<file path="config.mk">
export PLATFORM = sky130hd
export DESIGN_NAME = port_arbiter
export DESIGN_NICKNAME = d
export VERILOG_FILES = /design/src/rtl/port_arbiter_pkg.sv /design/src/rtl/port_arbiter_rr_pick.sv /design/src/rtl/port_arbiter.sv
export SDC_FILE = /design/constraint.sdc
export NUM_CORES = 1
export LEC_CHECK = 0
export BUFFER_PORTS_ARGS = -buffer_cell sky130_fd_sc_hd__buf_2
export CORE_MARGIN = 10
export CORE_UTILIZATION = 52
export CTS_CLUSTER_SIZE = 25
export DETAILED_ROUTE_END_ITERATION = 8
export GPL_TIMING_DRIVEN = 1
export PLACE_DENSITY = 0.76
export REMOVE_ABC_BUFFERS = 1
export SLEW_MARGIN = 40
export SYNTH_ARGS = -nofsm -noshare
export SYNTH_HDL_FRONTEND = slang
export SYNTH_SLANG_ARGS = --single-unit
export TNS_END_PERCENT = 30
</file>
<file path="constraint.sdc">
create_clock -name clk -period 3.01 [get_ports clk]
set_clock_uncertainty 0.2 [all_clocks]
set_input_delay 0.1505 -clock clk [delete_from_list [all_inputs] [get_ports clk]]
set_output_delay 0.1505 -clock clk [all_outputs]
set_load 0.05 [all_outputs]
</file>
<file path="src/rtl/port_arbiter_pkg.sv">
// Shared constants for the port arbiter: state encoding and default sizing.
// Optional hold-limit feature is enabled with PORT_ARBITER_TIMEOUT_EN.
package port_arbiter_pkg;

   localparam int unsigned NUM_REQ_DEF  = 4;
   localparam int unsigned HOLD_MAX_DEF = 8;

   typedef enum logic [1:0] {
      ST_IDLE  = 2'd0,
      ST_GRANT = 2'd1,
      ST_GAP   = 2'd2
   } arb_state_e;

endpackage

</file>
<file path="src/rtl/port_arbiter_rr_pick.sv">
// Combinational round-robin selector: first requester after last_owner wins.
// Instantiated once by port_arbiter.
module rr_pick
   import port_arbiter_pkg::*;
#(
   parameter int unsigned NUM_REQ = NUM_REQ_DEF,
   localparam int unsigned IW     = $clog2(NUM_REQ)
) (
   input  logic [NUM_REQ-1:0] req,
   input  logic [IW-1:0]      last_owner,
   output logic [NUM_REQ-1:0] winner,
   output logic               any
);

   logic [IW-1:0] k;

   always_comb begin
      winner = '0;
      any    = 1'b0;
      k      = '0;
      // Scan starts one past the last owner, so the last owner comes last.
      for (int i = 1; i <= NUM_REQ; i++) begin
         k = IW'((int'(last_owner) + i) % NUM_REQ);
         if (!any && req[k]) begin
            winner[k] = 1'b1;
            any       = 1'b1;
         end
      end
   end

endmodule

</file>
<file path="src/rtl/port_arbiter.sv">
// Round-robin arbiter sharing one resource among NUM_REQ requesters.
// Define PORT_ARBITER_TIMEOUT_EN to limit a grant to HOLD_MAX cycles.
module port_arbiter
   import port_arbiter_pkg::*;
#(
   parameter int unsigned NUM_REQ  = NUM_REQ_DEF,
   parameter int unsigned HOLD_MAX = HOLD_MAX_DEF
) (
   input  logic               clk,
   input  logic               rst_n,
   input  logic [NUM_REQ-1:0] req,
   input  logic [NUM_REQ-1:0] c_in,
   input  logic [NUM_REQ-1:0] d_in,
   output logic [NUM_REQ-1:0] grant,
   output logic               res_c,
   output logic               res_d,
   input  logic               res_a,
   output logic [NUM_REQ-1:0] a_out,
   output logic               a_valid,
   output logic               busy
);

   localparam int unsigned IW = $clog2(NUM_REQ);

   arb_state_e         state;
   logic [IW-1:0]      owner;
   logic [IW-1:0]      last_owner;
   logic [NUM_REQ-1:0] winner;
   logic               any;
   logic [IW-1:0]      win_idx;
   logic               stay;

   rr_pick #(
      .NUM_REQ (NUM_REQ)
   ) u_pick (
      .req        (req),
      .last_owner (last_owner),
      .winner     (winner),
      .any        (any)
   );

   always_comb begin
      win_idx = '0;
      for (int i = 0; i < NUM_REQ; i++) begin
         if (winner[i]) win_idx = IW'(i);
      end
   end

`ifdef PORT_ARBITER_TIMEOUT_EN
   logic [7:0] hold_cnt;

   assign stay = req[owner] && (hold_cnt < 8'(HOLD_MAX));
`else
   // Hold limit is absent here; the owner keeps the grant until it lets go.
   localparam bit HOLD_ON = (HOLD_MAX > 0);

   assign stay = req[owner] && HOLD_ON;
`endif

   assign busy  = (state != ST_IDLE);
   assign res_c = (state == ST_GRANT) && c_in[owner];
   assign res_d = (state == ST_GRANT) && d_in[owner];

   always_ff @(posedge clk or negedge rst_n) begin
      if (!rst_n) begin
         state      <= ST_IDLE;
         grant      <= '0;
         owner      <= '0;
         last_owner <= IW'(NUM_REQ - 1);
         a_out      <= '0;
         a_valid    <= 1'b0;
`ifdef PORT_ARBITER_TIMEOUT_EN
         hold_cnt   <= '0;
`endif
      end else begin
         a_out   <= '0;
         a_valid <= 1'b0;
         unique case (state)
            // GAP arbitrates directly so a lone requester sees one idle cycle.
            ST_IDLE, ST_GAP: begin
               if (any) begin
                  state <= ST_GRANT;
                  grant <= winner;
                  owner <= win_idx;
`ifdef PORT_ARBITER_TIMEOUT_EN
                  hold_cnt <= 8'd1;
`endif
               end else begin
                  state <= ST_IDLE;
                  grant <= '0;
               end
            end
            ST_GRANT: begin
               a_valid      <= 1'b1;
               a_out[owner] <= res_a;
               if (stay) begin
`ifdef PORT_ARBITER_TIMEOUT_EN
                  hold_cnt <= hold_cnt + 8'd1;
`endif
               end else begin
                  state      <= ST_GAP;
                  grant      <= '0;
                  last_owner <= owner;
               end
            end
            default: begin
               state <= ST_IDLE;
               grant <= '0;
            end
         endcase
      end
   end

endmodule
</file>
==> results.cfg, run 1 <==
[outcome]
status = completed

[routing]
drtPass1Iterations = 7
ant_nets = 0
viasPerCell = 6.025
drt_wl_total_um = 2745
drc = 0
wire_per_inst_um = 16.84
initialDrtViolationCount = 31
num_vias = 982

[cts]
cts_setup_buffers = 0
htreeDepth = 1
numCtsBuffers = 3
clock_sinks = 15
post_cts_resized = 0
clk_pin_slew_worst_paths_ns = 0.10
cts_tree = done
cts_max_path_buffers = 2
cts-root-buf = clkbuf_4
clock_latency_ns = 0.28

[synthesis]
ys_types = 37
synth_top_family_by_area = simple AND/OR/NAND/NOR gates
syn_area_um2 = 1095
yosysTopAreaCell = dfrtp_1
synth_top_cell_area_share = 0.2971
synthXorXnorAreaFrac = 0
yosys.area_share.simple = 0.2137
ys_warn_count = 0
synth.avg_cell_area_um2 = 10.23
synth-compound-area-share = 0.1863
synthTopCellsByArea = dfrtp_1 (30%), ha_1 (9.1%), mux4_2 (8.2%), dfstp_2 (4.8%), mux2i_1 (3.7%)
synth.mux.area_fraction = 0.1291
synth_seq_cells = 15
syn_inst = 107
ys_seq_area_frac = 0.3451
synth_fa_ha_area_frac = 0.09143

[cells_and_area]
n_antenna_cell = 0
layout.nets = 160
final.fill_count = 163
layout-drive-gt1-share = 0.3235
syn2layout_area_growth_pct = 17.94
multi_input_area_um2 = 679.4
final_cell_mix = buf_2 (26), dfrtp_1 (13), nor2_1 (9), nand2_1 (9), ha_1 (8)
utilization = 0.6515
final_common_cell = buf_2
seqCellArea_um2 = 377.9

[timing]
relSlewSlack = 0.6943
final.setup.worst_slack_ns = 0.1712
finalSetupViolations = 0
fin_hold_ws_ns = 0.09028
rsz0062_at_grt = no
hold_violations = 0
period_share = 0.9431
worst_pin_slew_ns = 0.4569
fmax_ghz = 0.3523
fin_tns_setup_ns = 0
fin_crit_ns = 2.839
slew_viol_final = 0

[global_routing]
grtUsageMet3 = 0.03220
grt-ovfl-total = 0
grtUsageMet2 = 0.2319
antenna_found_initial = 0
grt_first_pass_wirelength_um = 4554
grt_use_total = 0.1271
grt_busiest_layer = met2
met1_usage = 0.1378
grt_pass1_vias = 968
grt_max_degree = 17

[critical_path]
reg2reg_depth = 8
r2r-end = owner[0]$_DFFE_PN0P_
crit_path_start_kind = flop
rrSetupSlack_ns = 0.17
slowest_delay_ns = 0.66
critPathArrivalTime_ns = 2.81
cp-end-kind = flop
r2r-start = last_owner[1]$_DFFE_PN1P_
path_cells = inv_1, ha_1, mux2i_1, o22ai_1, a2111oi_4, o2bb2ai_2, nor3_1, a21oi_2
worst-endpoint-required_ns = 2.98
critPathKind = flop to flop
crit_path_max_fanout = 11
crit_slowest_cell = dfstp_2

[worst_hold_path]
hold_path_class = input pin to asynchronous set/reset pin

[pwr]
vdd.ir_drop.worst_uv = 632.4
power_leakage_nw = 0.6046
p_per_area_nw_per_um2 = 1190

[placed_design]
hpwlAfterDp_um = 2152
dp_slack_ns = 0.1888
io_buffers = 26
gp_congestion = 0.8791

[floorplanning]
die_h_um = 65.89
core_area_um2 = 1982
start_util = 0.5524
rows = 16
die-area_um2 = 4341
io_pins = 27
fp.dieW_um = 65.89

[run]
drv_cap = 0
-- synth_stat cells, drive strengths merged --
| master | number |
|---|---|
| nor3b | 1 |
| nand2b | 4 |
| a211oi | 2 |
| nor4 | 1 |
| a2111o | 1 |
| inv | 4 |
| o2bb2ai | 3 |
| nor2b | 5 |
| a2111oi | 1 |
| ha | 8 |
| o21ai | 3 |
| o22ai | 5 |
| nor3 | 4 |
| a22oi | 1 |
| mux2 | 1 |
| a21oi | 2 |
| nand2 | 9 |
| a22o | 4 |
| nor2 | 9 |
| nand3 | 3 |
| nand3b | 1 |
| or3b | 1 |
| or2 | 2 |
| nand4b | 1 |
| and2 | 3 |
| dfstp | 2 |
| buf | 1 |
| mux2i | 4 |
| a41oi | 1 |
| mux4 | 4 |
| dfrtp | 13 |
| clkbuf | 3 |
-- state kept, by name, summed over array words and instances, names as in the netlist --
signal / cells
a_valid: 1
state: 2
last_owner: 2
owner: 2
a_out: 4
grant: 4
-- cells by family (layout without fill, tap and decap cells) --
family | count (synthesis) | after routing
AND/OR/NAND/NOR | 44 | 44
adder cells (fa/ha/maj) | 8 | 8
flip-flops | 15 | 15
buffers and inverters | 8 | 37
AO/OA/AOI/OAI | 23 | 23
multiplexers | 9 | 9
-- critical path: cells and delay by family, from the launching register on --
| kind | cells | cell delay (ns) |
|---|---|---|
| DFF | 1 | 0.66 |
| muxes | 1 | 0.35 |
| AOI/OAI and AO/OA | 4 | 0.80 |
| and+or+nand+nor | 1 | 0.20 |
| adders and majority gates | 1 | 0.38 |
| buffers and inverters | 1 | 0.14 |
-- routing by layer --
layer,routed length [µm],share of wire
met1,1070,0.39
met2,1395,0.51
met3,240,0.087
met4,38,0.014
met5,0,0
-- cell type report --
type	count	share of cell area
clock inverter	1	0.003876
tap	27	0.02616
clock buffer	3	0.01744
timing repair buffer	29	0.1221
sequential	15	0.2926
multi-input combinational	84	0.5262
inverter	4	0.01163
-- what timing repair did --
item | in CTS | in global routing
hold buffers | 2 | 0
endpoints found under the setup margin | 0 | 0
hold endpoints to repair | 19 | 0
-- power by group --
| group | switching (mW) | internal (mW) | total, mW | leakage [nW] |
|---|---|---|---|---|
| Sequential | 0.0820 | 0.287 | 0.369 | 0.187 |
| Combinational | 0.657 | 0.396 | 1.05 | 0.400 |
| Clock | 0.0649 | 0.0492 | 0.114 | 0.0177 |
| Total | 0.804 | 0.733 | 1.54 | 0.605 |
-- stage by stage --
step	power [mW]	cells	area [µm²]
after CTS	1.538	163	1291
after global routing	1.643	163	1291
final	1.537	163	1291
after floorplan	1.181	103	1072
after detailed placement	1.420	157	1244
after global placement	1.384	157	1244
-- how the worst max path moves through the flow --
stage	startpoint	endpoint	slack (ns)	cells after the start
after global routing	last_owner[1]$_DFFE_PN1P_	owner[0]$_DFFE_PN0P_	0.008	8
after floorplan	last_owner[0]$_DFFE_PN1P_	owner[0]$_DFFE_PN0P_	0.34	8
after CTS	last_owner[1]$_DFFE_PN1P_	owner[0]$_DFFE_PN0P_	0.18	8
final	last_owner[1]$_DFFE_PN1P_	owner[0]$_DFFE_PN0P_	0.17	8
after detailed placement	last_owner[1]$_DFFE_PN1P_	owner[0]$_DFFE_PN0P_	0.19	8
after global placement	last_owner[1]$_DFFE_PN1P_	owner[0]$_DFFE_PN0P_	0.31	8
(Power assumes the default switching activity.)
==> inputs of run 2 (changes only) <==
--- a/config.mk
+++ b/config.mk
@@ -8,9 +8,9 @@
 export BUFFER_PORTS_ARGS = -buffer_cell sky130_fd_sc_hd__buf_2
 export CORE_MARGIN = 10
 export CORE_UTILIZATION = 52
-export CTS_CLUSTER_SIZE = 25
 export DETAILED_ROUTE_END_ITERATION = 8
 export GPL_TIMING_DRIVEN = 1
+export MAX_ROUTING_LAYER = met4
 export PLACE_DENSITY = 0.76
 export REMOVE_ABC_BUFFERS = 1
 export SLEW_MARGIN = 40
==> run 2 against run 1 <==
Critical path type unchanged. Power shrank 0.59%. Routed wire length shrank 3.2%. Non-clock buffer count is the same. Largest power group unchanged.
==> results.cfg, run 2 (synthesized netlist as in run 1, its figures left out) <==
[run]
drv_cap = 0

[cells_and_area]
final_common_cell = buf_2
n_antenna_cell = 0
final_cell_mix = buf_2 (26), dfrtp_1 (13), nor2_1 (9), nand2_1 (9), ha_1 (8)
stdcell_count = 163
layout.nets = 160
stdcell_area_um2 = 1291
syn2layout_area_growth_pct = 17.94
utilization = 0.6515
layout-drive-gt1-share = 0.3235
largest_registers = a_out (4), grant (4)

[cts]
numCtsBuffers = 3
clock_sinks = 15
clk_pin_slew_worst_paths_ns = 0.09
cts_tree = done
cts_max_path_buffers = 2
post_cts_resized = 0
clock_latency_ns = 0.28
cts-root-buf = clkbuf_4
htreeDepth = 1

[floorplanning]
start_util = 0.5524
rows = 16
fp.dieW_um = 65.89
core_area_um2 = 1982
die_h_um = 65.89
die-area_um2 = 4341
io_pins = 27

[pwr]
power_leakage_nw = 0.6046
vdd.ir_drop.worst_uv = 620.1
p_per_area_nw_per_um2 = 1183
power_mw = 1.527

[global_routing]
grt_use_total = 0.1300
grt-ovfl-total = 0
antenna_found_initial = 0
grt_max_degree = 17
grt_pass1_vias = 938
grt_first_pass_wirelength_um = 4429

[timing]
fin_crit_ns = 2.837
relSlewSlack = 0.6893
slew_viol_final = 0
fin_hold_ws_ns = 0.09532
worst_pin_slew_ns = 0.4643
fin_tns_setup_ns = 0
period_share = 0.9426
fmax_ghz = 0.3525
rsz0062_at_grt = no
finalSetupViolations = 0
hold_violations = 0
final.setup.worst_slack_ns = 0.1729

[placed_design]
place_area_um2 = 1244
dp_slack_ns = 0.2251
placedCellCount = 157
gp_congestion = 0.8835
io_buffers = 26
hpwlAfterDp_um = 2103

[routing]
wire_per_inst_um = 16.29
ant_nets = 0
initialDrtViolationCount = 40
drc = 0
viasPerCell = 5.945
num_vias = 969
drt_wl_total_um = 2656
drtPass1Iterations = 4

[critical_path]
rrSetupSlack_ns = 0.17
worst-endpoint-required_ns = 2.98
critPathKind = flop to flop
critPathArrivalTime_ns = 2.81
crit_path_max_fanout = 11
crit_path_start_kind = flop
cp-end-kind = flop

[worst_hold_path]
hold_path_class = input pin to asynchronous set/reset pin

[outcome]
status = completed
-- run 2: worst max-delay path, cell delays in order, from the launching register on --
cell and delay [ns]:
dfstp_2 0.66, inv_1 0.14, ha_1 0.38, mux2i_1 0.35, o22ai_1 0.19, a2111oi_4 0.41
o2bb2ai_2 0.13, nor3_1 0.20, a21oi_2 0.08
-- run 2: path summary, 6_finish.rpt --
check / startpoint / endpoint / cells after the start
worst max-delay path: last_owner[1]$_DFFE_PN1P_ / owner[0]$_DFFE_PN0P_ / 8
worst min register to register: grant[0]$_DFFE_PN0P_ / grant[0]$_DFFE_PN0P_ / 1
min in group clk: req[0] / state[1]$_DFFE_PN0P_ / 3
worst min-delay path: rst_n / a_out[0]$_DFF_PN0_ / 2
worst max register to register: last_owner[1]$_DFFE_PN1P_ / owner[0]$_DFFE_PN0P_ / 8
max in group asynchronous: rst_n / last_owner[1]$_DFFE_PN1P_ / 2
-- run 2: report_power, final --
group          switching [mW]  internal [mW]
combinational           0.649          0.396
clock                  0.0636         0.0492
sequential             0.0823          0.287
-- run 2: metal layers --
metal / track usage / vias up / wire, µm
li1: - / 451 / -
met1: 0.1339 / 483 / 1039
met2: 0.2198 / 33 / 1374
met3: 0.03220 / 2 / 227
met4: 0.07487 / 0 / 15
met5: - / - / 0
-- run 2: timing repair --
item | 4_1_cts | 5_1_grt
endpoints found under the hold margin | 19 | 0
hold buffers | 2 | 0
setup buffers | 0 | 0
-- run 2: cell type report --
| class | count | area [µm²] |
|---|---|---|
| Fill cell | 160 | 690.7 |
| Multi-Input combinational cell | 84 | 679.4 |
| Sequential cell | 15 | 377.9 |
| Timing Repair Buffer | 29 | 157.7 |
| Tap cell | 27 | 33.78 |
| Clock buffer | 3 | 22.52 |
| Inverter | 4 | 15.01 |
| Clock inverter | 1 | 5.005 |
==> inputs of run 3 (changes only) <==
--- a/config.mk
+++ b/config.mk
@@ -9,6 +9,7 @@
 export CORE_MARGIN = 10
 export CORE_UTILIZATION = 52
 export DETAILED_ROUTE_END_ITERATION = 8
+export GPL_ROUTABILITY_DRIVEN = 0
 export GPL_TIMING_DRIVEN = 1
 export MAX_ROUTING_LAYER = met4
 export PLACE_DENSITY = 0.76
@@ -16,5 +17,6 @@
 export SLEW_MARGIN = 40
 export SYNTH_ARGS = -nofsm -noshare
 export SYNTH_HDL_FRONTEND = slang
+export SYNTH_HIERARCHICAL = 1
 export SYNTH_SLANG_ARGS = --single-unit
 export TNS_END_PERCENT = 30
==> run 3 against run 2 <==
Combinational power shrank 17%. Synthesized area grew 1.7%. Utilization grew 0.22 points. Final area grew 1.4%. Largest power group unchanged.
==> results.cfg, run 3 <==
[synthesis]
ys.flop_type = dfrtp_1
synthTopCellsByArea = dfrtp_1 (29%), ha_1 (9.0%), mux2i_1 (8.1%), mux4_1 (7.1%), dfstp_2 (4.7%)
yosysMostFrequentCell = dfrtp_1
ys_types = 33
synth_top_cell_area_share = 0.2921
syn_inst = 104
netlist_top_cells_count = dfrtp_1 (13), inv_1 (9), mux2i_1 (9)
syn_area_um2 = 1114
yosysTopAreaCell = dfrtp_1
ys_warn_count = 6
ys_seq_area_frac = 0.3393
synth.avg_cell_area_um2 = 10.71
synth_edf_count = 0
synth-async-reset-ratio = 1.000
synth_seq_cells = 15

[cts]
post_cts_resized = 0
numCtsBuffers = 3
ctsHoldBuffers = 2
clk_pin_slew_worst_paths_ns = 0.09
cts_max_path_buffers = 2
clock_sinks = 15
htreeDepth = 1
cts-root-buf = clkbuf_4
cts_setup_buffers = 0
clock_latency_ns = 0.29
cts_tree = done

[critical_path]
crit_top_cell = o21ai_0
crit_path_start_kind = flop
critPathArrivalTime_ns = 2.73
critPathKind = flop to flop
slowest_delay_ns = 0.63
crit_path_max_fanout = 9
worst-endpoint-required_ns = 2.98
crit_slowest_cell = dfstp_2
path_cells = inv_1, ha_1, mux2i_1, o2111ai_1, o21ai_0, a221o_1, nor2b_1, o21ai_0, o21ai_0
cp-end-kind = flop

[pwr]
vdd.ir_drop.worst_uv = 764.1
p_per_area_nw_per_um2 = 1030
power_leakage_nw = 0.6579

[timing]
final.setup.worst_slack_ns = 0.2452
finalSetupViolations = 0
fin_hold_ws_ns = 0.08811
relSlewSlack = 0.6939
fin_tns_setup_ns = 0
period_share = 0.9185
worst_pin_slew_ns = 0.4544
slew_viol_final = 0
fin_crit_ns = 2.765
fmax_ghz = 0.3617
hold_violations = 0
rsz0062_at_grt = no

[global_routing]
grt_max_degree = 16
grt-ovfl-total = 0
grt_first_pass_wirelength_um = 4188
grt_pass1_vias = 945
grt_use_total = 0.1220
antenna_found_initial = 0

[cells_and_area]
layout-drive-gt1-share = 0.3134
n_antenna_cell = 0
largest_registers = a_out (4), grant (4)
utilization = 0.6538
final_cell_mix = buf_2 (26), dfrtp_1 (13), inv_1 (9), mux2i_1 (9), ha_1 (8)
final.fill_count = 169
final_common_cell = buf_2
syn2layout_area_growth_pct = 17.53
layout.nets = 158
stdcell_area_um2 = 1309

[routing]
initialDrtViolationCount = 13
drt_wl_total_um = 2401
viasPerCell = 5.689
drc = 0
drtPass1Iterations = 4
ant_nets = 0
wire_per_inst_um = 14.91
num_vias = 916

[placed_design]
dp_slack_ns = 0.2832
io_buffers = 26
hpwlAfterDp_um = 1889
place_area_um2 = 1261

[outcome]
status = completed

[floorplanning]
die_h_um = 66.28
start_util = 0.5563
fp.dieW_um = 66.28
rows = 16
die-area_um2 = 4392
io_pins = 27
core_area_um2 = 2002

[worst_hold_path]
hold_path_class = input pin to asynchronous set/reset pin

[run]
drv_cap = 0
run 3: cell types whose count changed after synthesis, sizes merged, moves of 4 or more:
cell   previous run  this run
mux2i             4         9
inv               4         9
a221o             0         4
o21ai             3         7
o22ai             5         0
nor2              9         3
run 3: path summary, 6_finish.rpt:
check / cells after the start / endpoint / from / slack, ns
max in group asynchronous: 2 / last_owner[0]$_DFFE_PN1P_ / rst_n / 2.23
max: 9 / owner[0]$_DFFE_PN0P_ / last_owner[0]$_DFFE_PN1P_ / 0.25
min: 2 / a_valid$_DFF_PN0_ / rst_n / 0.09
min reg2reg: 1 / grant[2]$_DFFE_PN0P_ / grant[2]$_DFFE_PN0P_ / 0.31
max reg2reg: 9 / owner[0]$_DFFE_PN0P_ / last_owner[0]$_DFFE_PN1P_ / 0.25
min in group clk: 3 / state[1]$_DFFE_PN0P_ / req[0] / 0.13
run 3: critical path, delay by kind of cell (launching register included):
family          cells  cell delay, ns
compound gates      5            1.03
flops               1            0.63
buf+inv             1            0.08
simple gates        1            0.05
mux                 1            0.25
fa+ha+maj           1            0.40
run 3: report_power, final:
part / switching, mW / internal [mW]
logic: 0.515 / 0.358
clock network: 0.0668 / 0.0494
registers: 0.0790 / 0.280
total: 0.661 / 0.687
run 3: cell families after synthesis:
family | after synthesis | synth area share
simple gates | 32 | 0.1708
compound gates | 19 | 0.1292
mux | 17 | 0.2124
flops | 15 | 0.3393
buf+inv | 13 | 0.05842
fa+ha+maj | 8 | 0.08989
run 3: area by class of cell:
cell class	instances	area, µm²	share of cell area
timing repair buffer	30	165.2	0.1262
tap	27	33.78	0.02581
inverter	9	33.78	0.02581
clock buffer	3	22.52	0.01721
clock inverter	1	5.005	0.003824
sequential	15	377.9	0.2887
multi-input combinational	76	670.6	0.5124
run 3: stage by stage:
stage | cells | power (mW)
floorplan | 100 | 1.037
global route | 161 | 1.466
detailed placement | 155 | 1.234
global placement | 155 | 1.216
CTS | 161 | 1.355
finish | 161 | 1.348
run 3: routing by layer:
layer  vias to the layer above  part of all wire  global-route usage
met5                         -                 0                   -
met4                         0            0.0062             0.03665
met3                         2             0.052             0.02373
met2                        21              0.52              0.2105
met1                       449              0.42              0.1384
li1                        444                 -                   -
